`config.mk`:
```
export PLATFORM = sky130hd
export DESIGN_NAME = audio_sample_buffer
export DESIGN_NICKNAME = d
export VERILOG_FILES = /design/src/rtl/audio_sample_buffer.sv
export SDC_FILE = /design/constraint.sdc
export NUM_CORES = 1
export LEC_CHECK = 0
export CAP_MARGIN = 5
export CORE_UTILIZATION = 48
export CTS_CLUSTER_SIZE = 40
export DETAILED_ROUTE_END_ITERATION = 8
export DONT_BUFFER_PORTS = 1
export PLACE_DENSITY = 0.7
export SLEW_MARGIN = 5
export SYNTH_ARGS = -nofsm -noshare
export SYNTH_HDL_FRONTEND = slang
export SYNTH_SLANG_ARGS = --single-unit
export TNS_END_PERCENT = 5
```
`constraint.sdc`:
```
create_clock -name clk_i -period 4 [get_ports clk_i]
set_input_delay 0.6 -clock clk_i [delete_from_list [all_inputs] [get_ports clk_i]]
set_output_delay 0.6 -clock clk_i [all_outputs]
set_load 0.005 [all_outputs]
```
`src/rtl/audio_sample_buffer.sv`:
```
// Audio sample block buffer: collects BUFFER_DEPTH samples, announces the full
// block with a one-cycle pulse, then drains it in arrival order to a consumer.
module audio_sample_buffer #(
  parameter int unsigned BUFFER_DEPTH = 16,
  parameter int unsigned DATA_WIDTH   = 24
) (
  input  logic                         clk_i,
  input  logic                         rst_i,
  input  logic signed [DATA_WIDTH-1:0] sample_data_i,
  input  logic                         sample_valid_i,
  output logic                         sample_ready_o,
  output logic signed [DATA_WIDTH-1:0] ram_read_data_o,
  output logic                         ram_read_valid_o,
  input  logic                         ram_read_ready_i,
  output logic                         ram_buffer_ready_o,
  output logic                         overflow_o,
  output logic [7:0]                   drop_count_o,
  output logic [5:0]                   debug_o
);

  localparam int unsigned AW = $clog2(BUFFER_DEPTH);
  localparam int unsigned PW = AW + 1;

  typedef enum logic [1:0] {
    ST_FILL     = 2'd0,
    ST_ANNOUNCE = 2'd1,
    ST_DRAIN    = 2'd2
  } state_t;

  state_t                  r_state;
  logic [DATA_WIDTH-1:0]   r_mem [BUFFER_DEPTH];
  logic [PW-1:0]           r_wr_ptr;
  logic [PW-1:0]           r_rd_ptr;
  logic [PW-1:0]           r_count;
  logic                    r_sample_ready;
  logic                    r_read_valid;
  logic                    r_buf_ready;
  logic [DATA_WIDTH-1:0]   r_read_data;
  logic                    r_overflow;
  logic [7:0]              r_drop_count;

  logic w_rd_hs;
  logic w_wr_en;
  logic w_drop;
  logic w_fill_last;
  logic w_drain_last;

  // Handshake and event decode; the write pointer MSB guards against writing past a full block
  assign w_rd_hs      = r_read_valid & ram_read_ready_i;
  assign w_wr_en      = (r_state == ST_FILL) & sample_valid_i & ~r_wr_ptr[PW-1];
  assign w_drop       = sample_valid_i & (r_state != ST_FILL);
  assign w_fill_last  = (r_count == PW'(BUFFER_DEPTH - 1));
  assign w_drain_last = (r_rd_ptr == PW'(BUFFER_DEPTH));

  // Sample storage, written only while filling; contents need no reset
  always_ff @(posedge clk_i) begin
    if (w_wr_en && !rst_i) begin
      r_mem[r_wr_ptr[AW-1:0]] <= sample_data_i;
    end
  end

  // Block FSM: fill, one-cycle announce, drain; rd_ptr always names the next entry to load
  always_ff @(posedge clk_i) begin
    if (rst_i) begin
      r_state        <= ST_FILL;
      r_wr_ptr       <= '0;
      r_rd_ptr       <= '0;
      r_count        <= '0;
      r_sample_ready <= 1'b1;
      r_read_valid   <= 1'b0;
      r_buf_ready    <= 1'b0;
      r_read_data    <= '0;
    end else begin
      r_buf_ready <= 1'b0;
      case (r_state)
        ST_FILL: begin
          r_sample_ready <= 1'b1;
          if (w_wr_en) begin
            r_wr_ptr <= r_wr_ptr + PW'(1);
            r_count  <= r_count + PW'(1);
            if (w_fill_last) begin
              r_state        <= ST_ANNOUNCE;
              r_sample_ready <= 1'b0;
              r_buf_ready    <= 1'b1;
            end
          end
        end
        ST_ANNOUNCE: begin
          r_read_data  <= r_mem[r_rd_ptr[AW-1:0]];
          r_rd_ptr     <= r_rd_ptr + PW'(1);
          r_read_valid <= 1'b1;
          r_state      <= ST_DRAIN;
        end
        ST_DRAIN: begin
          if (w_rd_hs) begin
            if (w_drain_last) begin
              r_state        <= ST_FILL;
              r_read_valid   <= 1'b0;
              r_sample_ready <= 1'b1;
              r_wr_ptr       <= '0;
              r_rd_ptr       <= '0;
              r_count        <= '0;
            end else begin
              r_read_data <= r_mem[r_rd_ptr[AW-1:0]];
              r_rd_ptr    <= r_rd_ptr + PW'(1);
              r_count     <= r_count - PW'(1);
            end
          end
        end
        default: begin
          r_state        <= ST_FILL;
          r_sample_ready <= 1'b1;
          r_read_valid   <= 1'b0;
          r_wr_ptr       <= '0;
          r_rd_ptr       <= '0;
          r_count        <= '0;
        end
      endcase
    end
  end

  // Dropped-sample accounting: sticky flag plus saturating counter
  always_ff @(posedge clk_i) begin
    if (rst_i) begin
      r_overflow   <= 1'b0;
      r_drop_count <= '0;
    end else if (w_drop) begin
      r_overflow <= 1'b1;
      if (r_drop_count != 8'hFF) begin
        r_drop_count <= r_drop_count + 8'd1;
      end
    end
  end

  assign sample_ready_o     = r_sample_ready;
  assign ram_read_data_o    = r_read_data;
  assign ram_read_valid_o   = r_read_valid;
  assign ram_buffer_ready_o = r_buf_ready;
  assign overflow_o         = r_overflow;
  assign drop_count_o       = r_drop_count;
  assign debug_o            = {r_state, r_buf_ready, w_rd_hs, r_count[1:0]};

endmodule

```
==> results_dict.tcl, run 1 <==
set metrics [dict create \
    relSlewSlack_pct 30.7 \
    core_area_um2 34800 \
    layout_worst_path_cycle_share_pct 71.4 \
    end_kind "flop" \
    placed_area_um2 17700 \
    postLayoutCoreUtil_pct 54.7 \
    detail_route.drc_violations 0 \
    dpl_hpwl_um 20400 \
    ys_async_sr_fraction_pct 0 \
    post_layout_nonfiller_instances 1373 \
    achievable-frequency_ghz 0.350 \
    yosys_register_bits 441 \
    clk_latency_ns 0.54 \
    postLayoutCellArea_um2 19000 \
    grt_max_degree 49 \
    final_setup_tns_ns 0 \
    dieWidth_um 191 \
    routability_congestion_estimate_from_global_placement 0.771 \
    number_of_global_route_vias_before_repair 8353 \
    timing.clock.skew_ns 0.0195 \
    r2r-start "r_state[0]" \
    rsz0062_at_grt "false" \
    n_antenna_cell 0 \
    postCtsSetupRepairBufs 0 \
    chipHeight_um 191 \
    finish.net_count 923 \
    postSynthNetCount 907 \
    synth_enable_flop_cells 384 \
    crit_type "flop to flop" \
    count_of_final_setup_violators 0 \
    synthesis.instances 866 \
    floorplan.initialDensity_pct 49.1 \
    fp.dieArea_um2 36300 \
    dr_vias_cell 5.87 \
    detailedRoute.firstIterationViolations 558 \
    preCtsSetupSlack_ns 1.11 \
    combined_area_of_all_synthesized_cells_um2 17100 \
    layout_common_cells "sky130_fd_sc_hd__edfxtp_1 (384), sky130_fd_sc_hd__mux4_2 (96), sky130_fd_sc_hd__dfxtp_1 (54), sky130_fd_sc_hd__mux2i_1 (49), sky130_fd_sc_hd__clkbuf_16 (45)" \
    status "finished, final reports clean" \
    drt.antenna.violating_nets 0 \
    timing_worst_slew_pin_value_ns 1.04 \
    hold_violations 0 \
    core.rowCount 68 \
    timing.critical_path.fanout_max 24 \
    worstHoldPathType "primary input to flop" \
    grt_remaining_overflow 0 \
    clk_root_buffer_cell "sky130_fd_sc_hd__clkbuf_16" \
    path_clk_slew_ns 0.06 \
    timing.critical_path.from_type "flop" \
    postSynth.topFlopCell "sky130_fd_sc_hd__edfxtp_1" \
    setup.worst_path.start "r_state[0]" \
    cts_inserted_buffers 45 \
    synth_warnings 0 \
    number_of_antenna_violations_at_the_first_check_in_global_routing 0 \
    io_buffer_count 0 \
    fraction_of_final_layout_cells_with_drive_strength_greater_than_1_pct 22.0 \
    overall_via_count_from_detail_route 8065 \
    worst_ir_drop_vdd_mv 0.266 \
    tritoncts "done" \
    cts-htree-levels 2 \
    syn2layout_area_growth_pct 11.5 \
    ys_types 56 \
    timing.max_cap.violations 0 \
    synth-seq-area-share_pct 74.2 \
    hold_start "rst_i" \
    post_cts_resized 0 \
    wirelength_um 34000 \
    cp.arrival_ns 3.01 \
    detail_route.first_pass.iterations 5 \
    gr-usage-all-layers_pct 19.4 \
    timing.final.ws_setup_ns 1.14 \
    dp_cells 1290 \
    fin_crit_ns 2.86 \
    grt_pass1_wl_um 51900 \
    syn_area_per_cell_um2 19.7 \
    total_power_mw 8.95 \
    cts.path.max_buffers 3 \
    total_leakage_power_nw 5.76 \
    holdBufCountCts 0 \
    whs_ns 0.133 \
    avgRoutedWirePerCell_um 24.8 \
    cts_num_sinks 441 \
    p_per_area_nw_per_um2 470 \
    crit_required_ns 4.15 \
    ports 70 \
    num-fill-cells 2602 \
    leading_cell_type_in_the_layout_fill_and_taps_excluded "sky130_fd_sc_hd__edfxtp_1" \
    slew_viol_final 0 \
]
## cells in the mapped netlist (2+ instances only)
cell                       instances  area share, %
sky130_fd_sc_hd__edfxtp_1        384             68
sky130_fd_sc_hd__mux4_2           96             13
sky130_fd_sc_hd__dfxtp_1          57            6.7
sky130_fd_sc_hd__mux2i_1          49            2.9
sky130_fd_sc_hd__nand2_1          36           0.79
sky130_fd_sc_hd__nor2_1           30           0.66
sky130_fd_sc_hd__o221ai_1         24            1.2
sky130_fd_sc_hd__clkbuf_1         20           0.44
sky130_fd_sc_hd__buf_2            17           0.50
sky130_fd_sc_hd__a21oi_1          14           0.41
sky130_fd_sc_hd__inv_1            14           0.31
sky130_fd_sc_hd__ha_1             13           0.95
sky130_fd_sc_hd__buf_4             9           0.40
sky130_fd_sc_hd__nor3_1            7           0.21
sky130_fd_sc_hd__o21ai_0           7           0.21
sky130_fd_sc_hd__xor2_1            7           0.36
sky130_fd_sc_hd__a211oi_1          6           0.26
sky130_fd_sc_hd__nand3_1           5           0.15
sky130_fd_sc_hd__nand4_1           5           0.18
sky130_fd_sc_hd__xnor2_1           5           0.26
sky130_fd_sc_hd__buf_1             4          0.088
sky130_fd_sc_hd__nand2b_1          4           0.15
sky130_fd_sc_hd__o211ai_1          4           0.18
sky130_fd_sc_hd__o31ai_1           4           0.18
sky130_fd_sc_hd__a21o_1            3           0.13
sky130_fd_sc_hd__nor2b_1           3           0.11
sky130_fd_sc_hd__nor3b_1           3           0.13
sky130_fd_sc_hd__and2_1            2          0.073
sky130_fd_sc_hd__and3_1            2          0.073
sky130_fd_sc_hd__and4b_1           2           0.12
sky130_fd_sc_hd__nand3b_1          2          0.088
sky130_fd_sc_hd__nor4b_2           2           0.18
sky130_fd_sc_hd__o21bai_1          2          0.088
sky130_fd_sc_hd__or4_1             2          0.088
## power by group
part	internal (mW)	switching [mW]
Sequential	5.03	0.0130
Combinational	0.0423	0.0632
Clock	2.18	1.63
Total	7.24	1.71
## worst paths after layout
kind | cells past startpoint | to | slack, ns
hold / removal | 1 | r_count[3] | 0.13
setup / recovery | 6 | r_mem[10][7] | 1.14
setup reg to reg | 6 | r_mem[10][7] | 1.14
hold reg to reg | 2 | ram_read_data_o[14] | 0.49
## layer usage
metal	track usage, %	wire (um)
met5	0	0
met4	6.25	879
met2	33.8	17900
met1	24.7	13600
met3	3.42	1670
## cells by family (layout without fill, tap and decap cells)
kind of cell | Yosys count | count (layout) | share of synthesized area [%]
xor gates and xnor gates | 12 | 12 | 0.615
AOI/OAI and AO/OA | 76 | 76 | 3.34
and+or+nand+nor | 113 | 113 | 3.52
adders and majority gates | 13 | 13 | 0.952
muxes | 145 | 145 | 15.5
DFF | 441 | 441 | 74.2
buffers and inverters | 66 | 118 | 1.84
## worst max-delay path: stages, from the launching register on
cell and delay [ns]:
sky130_fd_sc_hd__dfxtp_1 0.33, sky130_fd_sc_hd__inv_1 0.11, sky130_fd_sc_hd__ha_1 0.69, sky130_fd_sc_hd__nor3b_1 0.26, sky130_fd_sc_hd__buf_4 0.17, sky130_fd_sc_hd__nand2_1 0.20
sky130_fd_sc_hd__nor2_4 0.69
## layout make-up
class	count	area (um2)	share of cell area, %
Clock inverter	10	61.3	0.322
Timing Repair Buffer	21	195	1.02
Sequential cell	441	12700	66.6
Tap cell	455	569	2.99
Multi-Input combinational cell	359	4210	22.1
Inverter	14	52.6	0.276
Clock buffer	73	1270	6.67
## state kept, by name (all words and copies together) (netlist names), named ones only
name,count
overflow_o,1
r_count,5
r_mem,384
ram_buffer_ready_o,1
drop_count_o,8
r_state,2
ram_read_data_o,24
r_rd_ptr,5
r_wr_ptr,5
sample_ready_o,1
ram_read_valid_o,1
No activity file was read; power rests on OpenSTA's default activity.
==> run 2, diff against run 1 <==
--- a/config.mk
+++ b/config.mk
@@ -10,7 +10,7 @@
 export CTS_CLUSTER_SIZE = 40
 export DETAILED_ROUTE_END_ITERATION = 8
 export DONT_BUFFER_PORTS = 1
-export PLACE_DENSITY = 0.7
+export PLACE_DENSITY = 0.72
 export SLEW_MARGIN = 5
 export SYNTH_ARGS = -nofsm -noshare
 export SYNTH_HDL_FRONTEND = slang
==> constraint.sdc (replaced) <==
create_clock -name clk_i -period 2.6 [get_ports clk_i]
set_input_delay 0.39 -clock clk_i [delete_from_list [all_inputs] [get_ports clk_i]]
set_output_delay 0.39 -clock clk_i [all_outputs]
set_load 0.005 [all_outputs]
==> results_dict.tcl, run 2 (synthesis gave the netlist of run 1 again) <==
set metrics [dict create \
    num-fill-cells 2514 \
    finish.net_count 972 \
    combinationalPowerShare_pct 2.0 \
    critical_path.most_common_cell "sky130_fd_sc_hd__buf_4" \
    worstHoldPathType "primary input to flop" \
    post_cts_resized 0 \
    n_antenna_cell 0 \
    wirelength_um 35300 \
    dieWidth_um 191 \
    number_of_antenna_violations_at_the_first_check_in_global_routing 0 \
    timing_worst_slew_pin_value_ns 0.936 \
    final_setup_tns_ns 0 \
    slowest_stage "sky130_fd_sc_hd__nor3b_1" \
    count_of_final_setup_violators 0 \
    postCtsSetupRepairBufs 0 \
    leading_cell_type_in_the_layout_fill_and_taps_excluded "sky130_fd_sc_hd__edfxtp_1" \
    worst_path_largest_cell_delay_ns 0.42 \
    gr-usage-all-layers_pct 20.0 \
    clk_latency_ns 0.55 \
    relSlewSlack_pct 37.4 \
    cts_num_sinks 441 \
    worst_path_cell_chain "inv_1 > ha_1 > nor3b_1 > buf_4 > nand2_1 > nor3_4 > buf_4" \
    rsz0062_at_grt "false" \
    timing.clock.skew_ns 0.0152 \
    layout_common_cells "sky130_fd_sc_hd__edfxtp_1 (384), sky130_fd_sc_hd__mux4_2 (96), sky130_fd_sc_hd__dfxtp_1 (54), sky130_fd_sc_hd__mux2i_1 (49), sky130_fd_sc_hd__clkbuf_16 (46)" \
    rr_worst_depth 7 \
    holdBufCountCts 25 \
    cts_inserted_buffers 44 \
    routability_congestion_estimate_from_global_placement 0.807 \
    seqPwrFrac_pct 55.7 \
    timing.critical_path.fanout_max 18 \
    core_area_um2 34800 \
    syn2layout_area_growth_pct 15.0 \
    whs_path_depth 3 \
    power.clock.fraction_pct 42.3 \
    layout_worst_path_cycle_share_pct 91.5 \
    tritoncts "done" \
    grt_pass1_wl_um 53400 \
    internal_dissipation_mw 11.2 \
    crit_required_ns 2.81 \
    slew_viol_final 0 \
    ports 70 \
    largest_register_ffs 384 \
    timing.max_cap.violations 0 \
    floorplan.initialDensity_pct 49.1 \
    fin_crit_ns 2.38 \
    cts.path.max_buffers 3 \
    grt_remaining_overflow 0 \
    overall_via_count_from_detail_route 8418 \
    timing.critical_path.from_type "flop" \
    hold_end "sample_ready_o" \
    end_kind "flop" \
    hold_violations 0 \
    path_clk_slew_ns 0.06 \
    hold_start "sample_valid_i" \
    number_of_global_route_vias_before_repair 8663 \
    switching_power_mw 2.69 \
    core.rowCount 68 \
    whs_ns 0.133 \
    rr_endpoint "r_mem[0][9]" \
    cts-htree-levels 2 \
    fp.dieArea_um2 36300 \
    crit_type "flop to flop" \
    chipHeight_um 191 \
    dpl_hpwl_um 20400 \
    fraction_of_final_layout_cells_with_drive_strength_greater_than_1_pct 23.3 \
    grt_max_degree 45 \
    power.share.switching_pct 19.4 \
    p_per_area_nw_per_um2 708 \
    detail_route.first_pass.iterations 5 \
    cp.arrival_ns 2.59 \
    status "finished, final reports clean" \
    setup.reg_to_reg.worst_slack_ns 0.22 \
    worst_ir_drop_vdd_mv 0.434 \
    r2r-start "r_state[0]" \
    clk_root_buffer_cell "sky130_fd_sc_hd__clkbuf_16" \
    io_buffer_count 0 \
    avgRoutedWirePerCell_um 24.9 \
    drt.antenna.violating_nets 0 \
    detail_route.drc_violations 0 \
    dr_vias_cell 5.93 \
    detailedRoute.firstIterationViolations 688 \
    total_leakage_power_nw 6.01 \
    achievable-frequency_ghz 0.420 \
]
## run 2: changes by cell type in the layout (fill, tap and decap cells not counted), sizes merged
| cell | change |
|---|---|
| inv | -3 |
| clkbuf | -5 |
| clkinvlp | -1 |
| buf | +25 |
| dlygate4sd3 | +25 |
| clkinv | +5 |
## run 2: final cells by class
| class | count | area, um2 | area share (%) |
|---|---|---|---|
| Clock buffer | 68 | 1280 | 6.54 |
| Sequential cell | 441 | 12700 | 64.6 |
| Timing Repair Buffer | 71 | 746 | 3.80 |
| Clock inverter | 11 | 61.3 | 0.312 |
| Tap cell | 455 | 569 | 2.90 |
| Inverter | 14 | 52.6 | 0.268 |
| Multi-Input combinational cell | 359 | 4240 | 21.6 |
## run 2: layer usage
metal / global-route usage (%) / vias to the layer above / wire length (um)
li1: - / 3674 / -
met1: 27.6 / 4367 / 14900
met2: 32.2 / 317 / 17200
met3: 4.27 / 60 / 2500
met4: 5.51 / 0 / 767
met5: 0 / - / 0
## run 2: worst max-delay path by stage
stage	to	startpoint	slack, ns	depth (start not counted)
after detailed placement	r_mem[0][10]	r_state[0]	0.26	7
final	r_mem[0][9]	r_state[0]	0.22	7
after CTS	r_mem[0][20]	r_state[0]	0.27	7
after floorplan	r_mem[12][0]	r_state[0]	-0.27	6
after global routing	r_mem[0][11]	r_state[1]	0.09	7
after global placement	r_mem[0][10]	r_state[0]	0.32	7
## run 2: critical path, delay by kind of cell (launching register included)
family	cells	cell delay, ns
and+or+nand+nor	3	0.86
buffers and inverters	3	0.66
DFF	1	0.34
adders and majority gates	1	0.17
## run 2: power groups by stage
stage | clock [mW] | sequential, mW | combinational, mW
after floorplan | 0 | 7.90 | 0.120
after global placement | 0 | 7.90 | 0.160
after detailed placement | 0 | 7.90 | 0.163
after CTS | 5.99 | 7.75 | 0.277
after global routing | 6.24 | 7.75 | 0.304
final | 5.88 | 7.75 | 0.275
## run 2: through the flow
stage	cells	util, %	power [mW]	cell area, um2	setup WS [ns]
detailed placement	1315	51.8	8.07	18000	0.262
global placement	1315	51.8	8.06	18000	0.320
floorplan	866	-	8.02	17100	-0.274
global route	1419	56.4	14.3	19600	0.0906
CTS	1419	56.4	14.0	19600	0.271
finish	1419	56.4	13.9	19600	0.222
